[config.mk]
export PLATFORM = sky130hd
export DESIGN_NAME = sync_ram_sdp_flat
export DESIGN_NICKNAME = d
export VERILOG_FILES = /design/src/rtl/sync_ram_sdp_if.sv /design/src/rtl/sync_ram_sdp.sv /design/src/flat_wrapper.sv
export SDC_FILE = /design/constraint.sdc
export NUM_CORES = 1
export LEC_CHECK = 0
export CORE_MARGIN = 5
export CORE_UTILIZATION = 45
export DETAILED_ROUTE_END_ITERATION = 10
export HOLD_SLACK_MARGIN = 0.06
export PLACE_DENSITY_LB_ADDON = 0.1
export RECOVER_POWER = 100
export SETUP_SLACK_MARGIN = 0.05
export SYNTH_ARGS = -nofsm -noshare
export SYNTH_HDL_FRONTEND = slang
export SYNTH_SLANG_ARGS = --single-unit
[constraint.sdc]
create_clock -name clk -period 1.8 [get_ports clk]
set_input_delay 0.27 -clock clk [delete_from_list [all_inputs] [get_ports clk]]
set_output_delay 0.27 -clock clk [all_outputs]
set_load 0.01 [all_outputs]
[src/rtl/sync_ram_sdp_if.sv]
// Bus bundle for the simple-dual-port RAM: write port, read port and status.
// The master side issues requests; the slave side is the RAM.
interface sync_ram_sdp_if #(
   parameter int unsigned DATA_WIDTH = 32,
   parameter int unsigned ADDR_WIDTH = 4
);
   localparam int unsigned NB = DATA_WIDTH / 8;

   logic                  wr_en;
   logic [ADDR_WIDTH-1:0] wr_addr;
   logic [DATA_WIDTH-1:0] wr_data;
   logic [NB-1:0]         wr_be;
   logic                  wr_par_flip;
   logic                  rd_en;
   logic [ADDR_WIDTH-1:0] rd_addr;
   logic [DATA_WIDTH-1:0] rd_data;
   logic                  rd_valid;
   logic                  rd_par_err;
   logic                  busy;

   modport master (
      output wr_en, wr_addr, wr_data, wr_be, wr_par_flip, rd_en, rd_addr,
      input  rd_data, rd_valid, rd_par_err, busy
   );

   modport slave (
      input  wr_en, wr_addr, wr_data, wr_be, wr_par_flip, rd_en, rd_addr,
      output rd_data, rd_valid, rd_par_err, busy
   );
endinterface

[src/rtl/sync_ram_sdp.sv]
// Simple-dual-port synchronous RAM: byte-enabled write, registered read, selectable
// read-during-write, optional post-reset clear sweep. Define SYNC_RAM_PARITY_EN for per-byte parity.
module sync_ram_sdp #(
   parameter int unsigned DATA_WIDTH     = 32,
   parameter int unsigned ADDR_WIDTH     = 4,
   parameter int unsigned RDW_MODE       = 0,
   parameter int unsigned CLEAR_ON_RESET = 1
) (
   input  logic            clk,
   input  logic            rst,
   sync_ram_sdp_if.slave   bus
);
   localparam int unsigned DEPTH = 2 ** ADDR_WIDTH;
   localparam int unsigned NB    = DATA_WIDTH / 8;

   generate
      if ((DATA_WIDTH % 8) != 0) begin : g_bad_width
         $error("sync_ram_sdp: DATA_WIDTH must be a multiple of 8");
      end
   endgenerate

   typedef enum logic [0:0] {
      ST_CLEAR = 1'b0,
      ST_READY = 1'b1
   } state_t;

   state_t                state, state_nxt;
   logic [ADDR_WIDTH-1:0] clr_addr, clr_addr_nxt;
   logic                  busy_q, busy_nxt;

   // Muxed write port: either the clear sweep or a user write
   logic                  mem_we;
   logic [ADDR_WIDTH-1:0] mem_waddr;
   logic [DATA_WIDTH-1:0] mem_wdata;
   logic [NB-1:0]         mem_wbe;
   logic                  mem_wflip;
   logic                  rd_fire;

   logic [DATA_WIDTH-1:0] mem [DEPTH];

   logic [DATA_WIDTH-1:0] rd_old, rd_merged, rd_word;
   logic                  collide;
   logic                  rd_err_nxt;

   logic [DATA_WIDTH-1:0] rd_data_q;
   logic                  rd_valid_q;
   logic                  rd_par_err_q;

   always_ff @(posedge clk) begin
      if (rst) begin
         state    <= (CLEAR_ON_RESET != 0) ? ST_CLEAR : ST_READY;
         clr_addr <= '0;
         busy_q   <= (CLEAR_ON_RESET != 0);
      end else begin
         state    <= state_nxt;
         clr_addr <= clr_addr_nxt;
         busy_q   <= busy_nxt;
      end
   end

   always_comb begin
      state_nxt    = state;
      clr_addr_nxt = clr_addr;
      busy_nxt     = busy_q;
      mem_we       = 1'b0;
      mem_waddr    = bus.wr_addr;
      mem_wdata    = bus.wr_data;
      mem_wbe      = bus.wr_be;
      mem_wflip    = bus.wr_par_flip;
      rd_fire      = 1'b0;
      case (state)
         ST_CLEAR: begin
            mem_we       = 1'b1;
            mem_waddr    = clr_addr;
            mem_wdata    = '0;
            mem_wbe      = '1;
            mem_wflip    = 1'b0;
            clr_addr_nxt = ADDR_WIDTH'(clr_addr + 1'b1);
            if (clr_addr == ADDR_WIDTH'(DEPTH - 1)) begin
               state_nxt = ST_READY;
               busy_nxt  = 1'b0;
            end
         end
         ST_READY: begin
            mem_we  = bus.wr_en;
            rd_fire = bus.rd_en;
         end
         default: begin
            state_nxt = ST_READY;
            busy_nxt  = 1'b0;
         end
      endcase
      // Reset edges never touch the array or the read port
      if (rst) begin
         mem_we  = 1'b0;
         rd_fire = 1'b0;
      end
   end

   always_ff @(posedge clk) begin
      if (mem_we) begin
         for (int i = 0; i < int'(NB); i++) begin
            if (mem_wbe[i]) mem[mem_waddr][8*i +: 8] <= mem_wdata[8*i +: 8];
         end
      end
   end

   // Read-during-write: merged word is the value the array will hold after this edge
   assign collide = mem_we && (mem_waddr == bus.rd_addr);

   always_comb begin
      rd_old    = mem[bus.rd_addr];
      rd_merged = rd_old;
      for (int i = 0; i < int'(NB); i++) begin
         if (collide && mem_wbe[i]) rd_merged[8*i +: 8] = mem_wdata[8*i +: 8];
      end
      rd_word = (RDW_MODE != 0) ? rd_merged : rd_old;
   end

`ifdef SYNC_RAM_PARITY_EN
   logic [NB-1:0] par_mem [DEPTH];
   logic [NB-1:0] wr_par, rd_par_word, rd_par_calc;

   // Even parity per byte; byte 0 may be deliberately corrupted on write
   always_comb begin
      wr_par      = '0;
      rd_par_calc = '0;
      rd_par_word = par_mem[bus.rd_addr];
      for (int i = 0; i < int'(NB); i++) begin
         wr_par[i] = (^mem_wdata[8*i +: 8]) ^ ((i == 0) ? mem_wflip : 1'b0);
         if ((RDW_MODE != 0) && collide && mem_wbe[i]) rd_par_word[i] = wr_par[i];
         rd_par_calc[i] = ^rd_word[8*i +: 8];
      end
      rd_err_nxt = |(rd_par_calc ^ rd_par_word);
   end

   always_ff @(posedge clk) begin
      if (mem_we) begin
         for (int i = 0; i < int'(NB); i++) begin
            if (mem_wbe[i]) par_mem[mem_waddr][i] <= wr_par[i];
         end
      end
   end
`else
   logic unused_par_flip;
   assign unused_par_flip = mem_wflip;
   assign rd_err_nxt      = 1'b0;
`endif

   always_ff @(posedge clk) begin
      if (rst) begin
         rd_data_q    <= '0;
         rd_valid_q   <= 1'b0;
         rd_par_err_q <= 1'b0;
      end else begin
         rd_valid_q   <= rd_fire;
         rd_par_err_q <= rd_fire & rd_err_nxt;
         if (rd_fire) rd_data_q <= rd_word;
      end
   end

   assign bus.rd_data    = rd_data_q;
   assign bus.rd_valid   = rd_valid_q;
   assign bus.rd_par_err = rd_par_err_q;
   assign bus.busy       = busy_q;
endmodule

[src/flat_wrapper.sv]
// flat-port wrapper written by rule: the top's interface ports become plain ports
module sync_ram_sdp_flat 
#(
   parameter int unsigned DATA_WIDTH     = 32,
   parameter int unsigned ADDR_WIDTH     = 4,
   parameter int unsigned RDW_MODE       = 0,
   parameter int unsigned CLEAR_ON_RESET = 1
)
  (clk, rst, bus_wr_en, bus_wr_addr, bus_wr_data, bus_wr_be, bus_wr_par_flip, bus_rd_en, bus_rd_addr, bus_rd_data, bus_rd_valid, bus_rd_par_err, bus_busy);
  sync_ram_sdp_if #(.DATA_WIDTH(DATA_WIDTH), .ADDR_WIDTH(ADDR_WIDTH)) bus_i ();
  input  logic clk;
  input  logic rst;
  input wire logic [$bits(bus_i.wr_en)-1:0] bus_wr_en;
  input wire logic [$bits(bus_i.wr_addr)-1:0] bus_wr_addr;
  input wire logic [$bits(bus_i.wr_data)-1:0] bus_wr_data;
  input wire logic [$bits(bus_i.wr_be)-1:0] bus_wr_be;
  input wire logic [$bits(bus_i.wr_par_flip)-1:0] bus_wr_par_flip;
  input wire logic [$bits(bus_i.rd_en)-1:0] bus_rd_en;
  input wire logic [$bits(bus_i.rd_addr)-1:0] bus_rd_addr;
  output wire logic [$bits(bus_i.rd_data)-1:0] bus_rd_data;
  output wire logic [$bits(bus_i.rd_valid)-1:0] bus_rd_valid;
  output wire logic [$bits(bus_i.rd_par_err)-1:0] bus_rd_par_err;
  output wire logic [$bits(bus_i.busy)-1:0] bus_busy;
  assign bus_i.wr_en = bus_wr_en;
  assign bus_i.wr_addr = bus_wr_addr;
  assign bus_i.wr_data = bus_wr_data;
  assign bus_i.wr_be = bus_wr_be;
  assign bus_i.wr_par_flip = bus_wr_par_flip;
  assign bus_i.rd_en = bus_rd_en;
  assign bus_i.rd_addr = bus_rd_addr;
  assign bus_rd_data = bus_i.rd_data;
  assign bus_rd_valid = bus_i.rd_valid;
  assign bus_rd_par_err = bus_i.rd_par_err;
  assign bus_busy = bus_i.busy;
  sync_ram_sdp #(.DATA_WIDTH(DATA_WIDTH), .ADDR_WIDTH(ADDR_WIDTH), .RDW_MODE(RDW_MODE), .CLEAR_ON_RESET(CLEAR_ON_RESET)) u_core (.clk(clk), .rst(rst), .bus(bus_i));
endmodule
* Yosys cells after proc, flatten, opt, wreduce, memory -nomap -nowiden
Memories as Yosys holds them, arrays and structs flattened. A register that Yosys moved wholly into a read port is not among the register bits.
Index checks and enable logic that the tools add are counted.
** Word-level totals
- Register bits after elaboration :: 7
- RAM bits :: 512
- Bits of input ports :: 49
- Output and inout port bits :: 35
- Word-level logic and storage cells :: 30
- Memories kept :: 1
** Memory list
- u_core.mem :: words 16, width 32, read ports 1, clocked after Yosys merged registers in 1, wr ports 1, RTL line sync_ram_sdp.sv:39 : logic [DATA_WIDTH-1:0] mem [DEPTH];
** Operators by class
- Add/sub/neg operators :: 1
- Eq/ne operators :: 1
- Multiplexer cells :: 21
- Bitwise operators :: 1
- Reductions and logical operators :: 1
** Operators by type and width (count)
- 2-to-1 mux 32 bit :: 1
- 2-to-1 mux 1 bit :: 17
- 2-to-1 mux 4 bit :: 2
- adder 4 x 1 -> 4 bit, second input constant :: 1
- equality test 4 bit, second input constant :: 1
- one-hot mux 1 bit (2 select lines) :: 1
- AND reduction 2 bit :: 1
- NOT 1 bit :: 1

* Longest topological paths before layout
Gate-level depths: netlist of the first run.
- Depth after elaboration :: 5
- Gate-level depth with buffers :: 6
- Mapped depth without buffers :: 4

* Worst setup path after synthesis of the first run
Ideal clock, no wire load.
- Path kind :: register to register
- Start point :: reg u_core.state
- End point :: mem u_core.mem[0][0] (enable)
- Library setup time :: 370 ps
- Arrival :: 1543 ps
- Data required time :: 1430 ps
- Slack :: -113 ps
- Stages on the path, launching flop included :: 5
- Buffers on the path :: 1
- Clock period less this slack :: 1913 ps
- Cells stage by stage :: dfxtp_1 clkbuf_1 nor3b_1 o22ai_1 nor2_1
** Between the ends
- Longest elaborated chain between the ends :: 5
- Elaborated cells on any way between the ends :: 8
- Classes of those cells :: mux: 7; bitwise: 1
** Ends and longest elaborated chain
- start, declared :: RTL line sync_ram_sdp.sv:27 : state_t state, state_nxt;
- start signal, assigned :: RTL line sync_ram_sdp.sv:51 : state <= (CLEAR_ON_RESET != 0) ? ST_CLEAR : ST_READY;
- start signal, assigned :: RTL line sync_ram_sdp.sv:55 : state <= state_nxt;
- NOT 1 bit :: RTL line sync_ram_sdp.sv:71 : case (state)
- one-hot mux 1 bit (2 select lines) :: RTL line sync_ram_sdp.sv:71
- 2-to-1 mux 1 bit :: RTL line sync_ram_sdp.sv:94 : if (rst) begin
- 2-to-1 mux 1 bit :: RTL line sync_ram_sdp.sv:101 : if (mem_we) begin
- 2-to-1 mux 1 bit (implied by the code) :: RTL line sync_ram_sdp.sv:103 : if (mem_wbe[i]) mem[mem_waddr][8*i +: 8] <= mem_wdata[8*i +: 8];
- end, declared :: RTL line sync_ram_sdp.sv:39
Several ways; a longest one is shown, not always the timed one.

* Worst setup path after layout of the first run
- Start point :: reg u_core.state
- End point :: mem u_core.mem[1][11] (enable)
The elaborated chain is that of the path after synthesis.

==> results of run 1 <==
## cell families (layout without fill, tap and decap cells)
family,count (synthesis),count (layout)
mux,161,161
other cells,1,1
compound gates,87,87
buf+inv,66,366
xor+xnor,3,3
fa+ha+maj,1,1
simple gates,160,160
flops,551,551
## what timing repair did
item,in CTS,in global routing
hold endpoints to repair,0,0
gates resized for setup,73,115
pin swaps,3,16
setup buffers,3,16
endpoints found under the setup margin,490,443
## state kept, by name (all words and copies together), names as in the netlist
signal / cells
u_core.mem: 512
u_core.clr_addr: 4
u_core.bus.busy: 1
u_core.state: 1
u_core.bus.rd_valid: 1
u_core.bus.rd_data: 32
## synthesized netlist by cell type
| library cell | number | area, um^2 |
|---|---|---|
| edfxtp_1 | 512 | 15400 |
| mux4_2 | 128 | 2880 |
| nor2_1 | 70 | 263 |
| dfxtp_1 | 39 | 781 |
| mux2i_1 | 33 | 330 |
| nand3_1 | 33 | 165 |
| a32oi_1 | 32 | 280 |
| and2_1 | 32 | 200 |
| o211ai_1 | 32 | 240 |
| clkbuf_1 | 27 | 101 |
| buf_2 | 18 | 90.1 |
| o22ai_1 | 16 | 100 |
| buf_6 | 9 | 101 |
| and3b_1 | 6 | 52.6 |
| buf_4 | 6 | 45.0 |
| nor3b_1 | 6 | 45.0 |
| a21o_1 | 5 | 37.5 |
| buf_1 | 5 | 18.8 |
| nand2_1 | 5 | 18.8 |
| and3_1 | 2 | 12.5 |
| nor3_1 | 2 | 10.0 |
| xor2_1 | 2 | 17.5 |
| a21oi_1 | 1 | 5.00 |
| a31oi_1 | 1 | 6.26 |
| and4b_1 | 1 | 10.0 |
| clkinv_1 | 1 | 3.75 |
| conb_1 | 1 | 3.75 |
| ha_1 | 1 | 12.5 |
| nand4b_1 | 1 | 8.76 |
| nor2b_1 | 1 | 6.26 |
| or3_1 | 1 | 6.26 |
| xnor2_1 | 1 | 8.76 |
## per-layer routing
| layer | vias to the layer above | wire length [um] | track usage |
|---|---|---|---|
| li1 | 4810 | - | - |
| met1 | 5664 | 21700 | 0.276 |
| met2 | 245 | 23700 | 0.305 |
| met3 | 74 | 1920 | 0.0259 |
| met4 | 0 | 1090 | 0.0482 |
| met5 | - | 0 | 0 |
## worst reg2reg max path: cells and delay by family (launching register included)
kind / cells / cell delay, ns
AOI/OAI and AO/OA: 1 / 0.26
buffers and inverters: 4 / 0.65
DFF: 1 / 0.38
and+or+nand+nor: 2 / 0.31
## worst paths after layout
check | startpoint | to | slack, ns | cells after the start
max | u_core.state$_SDFF_PP0_ | u_core.mem[1][11]$_DFFE_PP_ | -0.02 | 7
min | bus_rd_addr[3] | u_core.bus.rd_data[9]$_SDFFE_PP0P_ | 0.25 | 4
max reg2reg | u_core.state$_SDFF_PP0_ | u_core.mem[1][11]$_DFFE_PP_ | -0.02 | 7
min reg2reg | u_core.bus.rd_data[19]$_SDFFE_PP0P_ | u_core.bus.rd_data[19]$_SDFFE_PP0P_ | 0.50 | 2
## cell type report
cell class	instances	area, um^2
Clock buffer	86	1620
Clock inverter	17	185
Fill cell	3466	19500
Inverter	1	5.00
Multi-Input combinational cell	413	5320
Sequential cell	551	16200
Tap cell	607	759
Timing Repair Buffer	262	3060
## power by group
part	internal, mW	switching (mW)
Clock	6.71	4.59
Sequential	14.0	0.0366
Combinational	0.700	0.672
Total	21.4	5.30
==> flow_metrics.py, run 1 <==
metrics = {
    "clocking": {
        "postCtsHoldBufs": 0,
        "cts.clk_slew.worst_paths_ns": 0.06,
        "cts_num_sinks": 551,
        "insertion_delay_ns": 0.59,
        "clk_path_buf_depth": 3,
        "htreeDepth": 2,
        "root_buffer": "clkbuf_16",
        "cts_tree": "done",
        "cts_inserted_buffers": 55,
    },
    "timing": {
        "max_freq_mhz": 549,
        "rsz0062_at_grt": "yes",
        "holdWs_ns": 0.252,
        "hold_viol": 0,
        "drv_slew": 0,
        "clock-skew-final_ns": 0.0118,
        "tightest_slew_ns": 0.652,
        "finalSetupTns_ns": -0.311,
        "min_period_over_period": 1.01,
        "setup_violations": 33,
        "finalCriticalPeriod_ns": 1.82,
        "worst_slack_ns": -0.0211,
        "slew_headroom": 0.565,
    },
    "run_status": {
        "status": "finished, violations left",
        "violations": "negative setup slack",
    },
    "detailed_routing": {
        "routed_wl_mm": 48.5,
        "drt-pass1-iter-count": 4,
        "via_count": 10800,
        "final_antenna_net_count": 0,
        "drc": 0,
        "wl_per_cell_um": 25.0,
        "drtIter0Drc": 768,
        "avgViaCountPerCell": 5.57,
    },
    "critical_path": {
        "timing.critical_path.cells": "buf_8, and3b_2, buf_6, o22ai_2, buf_4, nor2_2, buf_12",
        "cp_slowest_cell": "dfxtp_4",
        "worst-path-buf-inv": 4,
        "start_kind": "register",
        "critPathMaxStageDelay_ns": 0.38,
        "end_kind": "register",
        "critPathMaxFanout": 8,
        "crit_family": "buffers and inverters",
        "required_ns": 2.14,
        "crit_type": "reg -> reg",
        "cp_data_arrival_time_ns": 2.17,
    },
    "final_layout": {
        "fin_area_mm2": 0.0271,
        "layout.cells.non_filler": 1937,
        "post-route-util": 0.581,
        "final_common_cell": "edfxtp_1",
        "drive_gt1_frac": 0.362,
        "final_cell_mix": "edfxtp_1 (512), mux4_2 (128), buf_4 (90), buf_12 (58), clkbuf_16 (57)",
        "area_delta_synth_final_pct": 27.7,
        "num_antenna_cells": 0,
        "nNetsFinal": 1334,
    },
    "synth": {
        "synth_nets": 1080,
        "netlist_instances": 1030,
        "syn_avg_cell_area_um2": 20.6,
        "synth_xor_area_frac": 0.00124,
        "synth-compound-area-share": 0.0315,
        "synthAdderAreaFrac": 0.000589,
        "syn-cell-area_mm2": 0.0212,
        "synth_top_family_by_area": "multiplexers",
        "synth.distinct_cells": 32,
        "ys_seq_area_frac": 0.761,
        "synthMuxAreaShare": 0.151,
        "ys_ff_latch": 551,
        "synthSimpleGateAreaFrac": 0.0376,
        "synth_warnings": 0,
    },
    "floorplanning": {
        "rows": 79,
        "io_pins": 84,
        "initial_core_util": 0.455,
        "die_x_um": 227,
        "core-area_mm2": 0.0467,
        "die_h_um": 227,
        "die-area_mm2": 0.0516,
    },
    "global_routing": {
        "grt_pass1_wl_mm": 72.1,
        "grt_max_degree": 39,
        "grt-ovfl-total": 0,
        "grtUsageTotal": 0.189,
        "grt_antenna_before_repair": 0,
        "grt_pass1_vias": 11200,
    },
    "placed_design": {
        "io_buffers": 81,
        "place_congestion": 0.775,
        "place_area_mm2": 0.0244,
        "hpwl_mm": 30.4,
        "dp_slack_ns": -0.693,
        "dp.cells": 1816,
    },
    "pwr": {
        "max-vdd-ir-drop_mv": 0.743,
        "p_leak_nw": 9.67,
        "powerDensity_mw_per_mm2": 983,
        "finalPower_mw": 26.7,
    },
    "flow_run": {
        "drv_cap": 0,
    },
    "hold_path": {
        "hold_class": "in -> reg",
    },
}
(Power assumes the default switching activity.)
==> run 2, diff against run 1 <==
Clock period 1.8 ns to 1.65 ns, I/O delays scaled along.
==> flow_metrics.py, run 2 (same netlist as run 1, synthesis figures left out) <==
metrics = {
    "critical_path": {
        "crit_end": "u_core.mem[5][12]$_DFFE_PP_",
        "path_depth": 8,
        "critPathLaunch": "u_core.state$_SDFF_PP0_",
        "crit_family": "buffers and inverters",
        "timing.critical_path.cells": "buf_8, buf_6, nor3b_4, buf_6, o22ai_4, buf_6, nor2_4, buf_12",
        "end_kind": "register",
        "cp_data_arrival_time_ns": 2.22,
        "ff2ff_path_depth": 8,
        "r2r_start": "u_core.state$_SDFF_PP0_",
        "required_ns": 1.96,
        "cp_slowest_cell": "dfxtp_4",
        "worst-path-buf-inv": 5,
        "reg2reg_slack_ns": -0.26,
        "critPathMaxFanout": 8,
        "crit_type": "reg -> reg",
        "critPathMaxStageDelay_ns": 0.39,
        "cp_common_cell": "buf_6",
        "start_kind": "register",
        "r2r-end": "u_core.mem[5][12]$_DFFE_PP_",
    },
    "floorplanning": {
        "core-area_mm2": 0.0467,
        "initial_core_util": 0.455,
        "die-area_mm2": 0.0516,
        "io_pins": 84,
        "die_x_um": 227,
        "rows": 79,
        "die_h_um": 227,
    },
    "detailed_routing": {
        "drt-pass1-iter-count": 5,
        "via_count": 11500,
        "routed_wl_mm": 54.7,
        "drc": 0,
        "drtIter0Drc": 1130,
        "final_antenna_net_count": 0,
        "avgViaCountPerCell": 5.71,
        "wl_per_cell_um": 27.1,
    },
    "final_layout": {
        "final_cell_mix": "edfxtp_1 (512), mux4_2 (128), buf_12 (110), buf_6 (66), buf_4 (66)",
        "largest_reg_flops": 512,
        "largest-register": "u_core.mem",
        "nNetsFinal": 1415,
        "area_delta_synth_final_pct": 37.7,
        "drive_gt1_frac": 0.433,
        "final_common_cell": "edfxtp_1",
        "num_antenna_cells": 0,
        "fillers": 3205,
    },
    "clocking": {
        "cts_num_sinks": 551,
        "postCtsHoldBufs": 0,
        "root_buffer": "clkbuf_16",
        "htreeDepth": 2,
        "clk_path_buf_depth": 3,
        "cts_tree": "done",
        "cts.clk_slew.worst_paths_ns": 0.06,
        "insertion_delay_ns": 0.60,
        "cts_inserted_buffers": 57,
    },
    "placed_design": {
        "place_congestion": 0.823,
        "io_buffers": 81,
        "hpwl_mm": 32.2,
    },
    "run_status": {
        "violations": "negative setup slack",
        "status": "finished, violations left",
    },
    "global_routing": {
        "grt_pass1_vias": 12300,
        "grtUsageTotal": 0.212,
        "grt_max_degree": 41,
        "grt-ovfl-total": 0,
        "grt_antenna_before_repair": 4,
        "grt_pass1_wl_mm": 80.8,
    },
    "hold_path": {
        "hold_class": "in -> reg",
        "worstHoldStart": "bus_rd_addr[3]",
    },
    "timing": {
        "min_period_over_period": 1.16,
        "holdWs_ns": 0.174,
        "drv_slew": 0,
        "slew_headroom": 0.641,
        "worst_slack_ns": -0.263,
        "clock-skew-final_ns": 0.0129,
        "setup_violations": 544,
        "hold_viol": 0,
        "finalSetupTns_ns": -80.96,
        "finalCriticalPeriod_ns": 1.91,
        "tightest_slew_ns": 0.538,
        "rsz0062_at_grt": "yes",
        "max_freq_mhz": 523,
    },
    "pwr": {
        "finalPower_mw": 31.0,
        "max-vdd-ir-drop_mv": 0.840,
        "p_leak_nw": 10.3,
        "powerDensity_mw_per_mm2": 1060,
    },
    "flow_run": {
        "drv_cap": 0,
    },
}
## run 2: layer usage
| layer | vias to the layer above | routed length, um | track usage |
|---|---|---|---|
| met4 | 8 | 1400 | 0.0596 |
| met1 | 6057 | 23100 | 0.300 |
| met3 | 113 | 3300 | 0.0411 |
| li1 | 4999 | - | - |
| met2 | 371 | 26800 | 0.344 |
| met5 | - | 60 | 0 |
## run 2: repair_timing
action | in CTS | in global routing
cloned | 10 | 2
setup buffers | 68 | 9
pin swaps | 74 | 56
resized for setup | 232 | 45
setup endpoints to repair | 594 | 737
## run 2: worst min-delay path by stage
| stage | to | slack, ns | depth (start not counted) |
|---|---|---|---|
| 6_report | u_core.bus.rd_data[31]$_SDFFE_PP0P_ | 0.17 | 4 |
| 3_5_place_dp | u_core.bus.rd_data[4]$_SDFFE_PP0P_ | 0.50 | 2 |
| 5_1_grt | u_core.bus.rd_data[22]$_SDFFE_PP0P_ | 0.17 | 4 |
| 2_1_floorplan | u_core.bus.rd_valid$_SDFF_PP0_ | 0.38 | 2 |
| 4_1_cts | u_core.bus.rd_data[20]$_SDFFE_PP0P_ | 0.14 | 4 |
| 3_3_place_gp | u_core.bus.rd_data[2]$_SDFFE_PP0P_ | 0.49 | 2 |
## run 2: power by group
part           switching (mW)  internal, mW
Combinational           0.838         0.912
Clock                    5.33          8.64
Sequential             0.0454          15.2
## run 2: worst min-delay path, delay by kind of cell
family	cells	cell delay, ns
and+or+nand+nor	1	0.08
buffers and inverters	2	0.31
AOI/OAI and AO/OA	1	0.08
## run 2: area by class of cell
cell class,count,area (um^2),share of cell area
clock buffers,67,1530,0.0522
clock inverters,41,541,0.0185
inverters,1,5.00,0.000171
multi-input cells,413,5640,0.193
flip-flops and latches,551,16200,0.553
well taps,607,759,0.0260
repair buffers,341,4600,0.157
## run 2: through the flow
stage | std cells | area (um^2) | setup slack, ns | utilization
floorplan | 1030 | 21500 | -0.00756 | -
global placement | 1832 | 25300 | -0.833 | 0.541
detailed placement | 1832 | 25300 | -0.957 | 0.541
CTS | 2018 | 29100 | -0.145 | 0.623
global route | 2021 | 29200 | -0.283 | 0.627
finish | 2021 | 29200 | -0.263 | 0.627
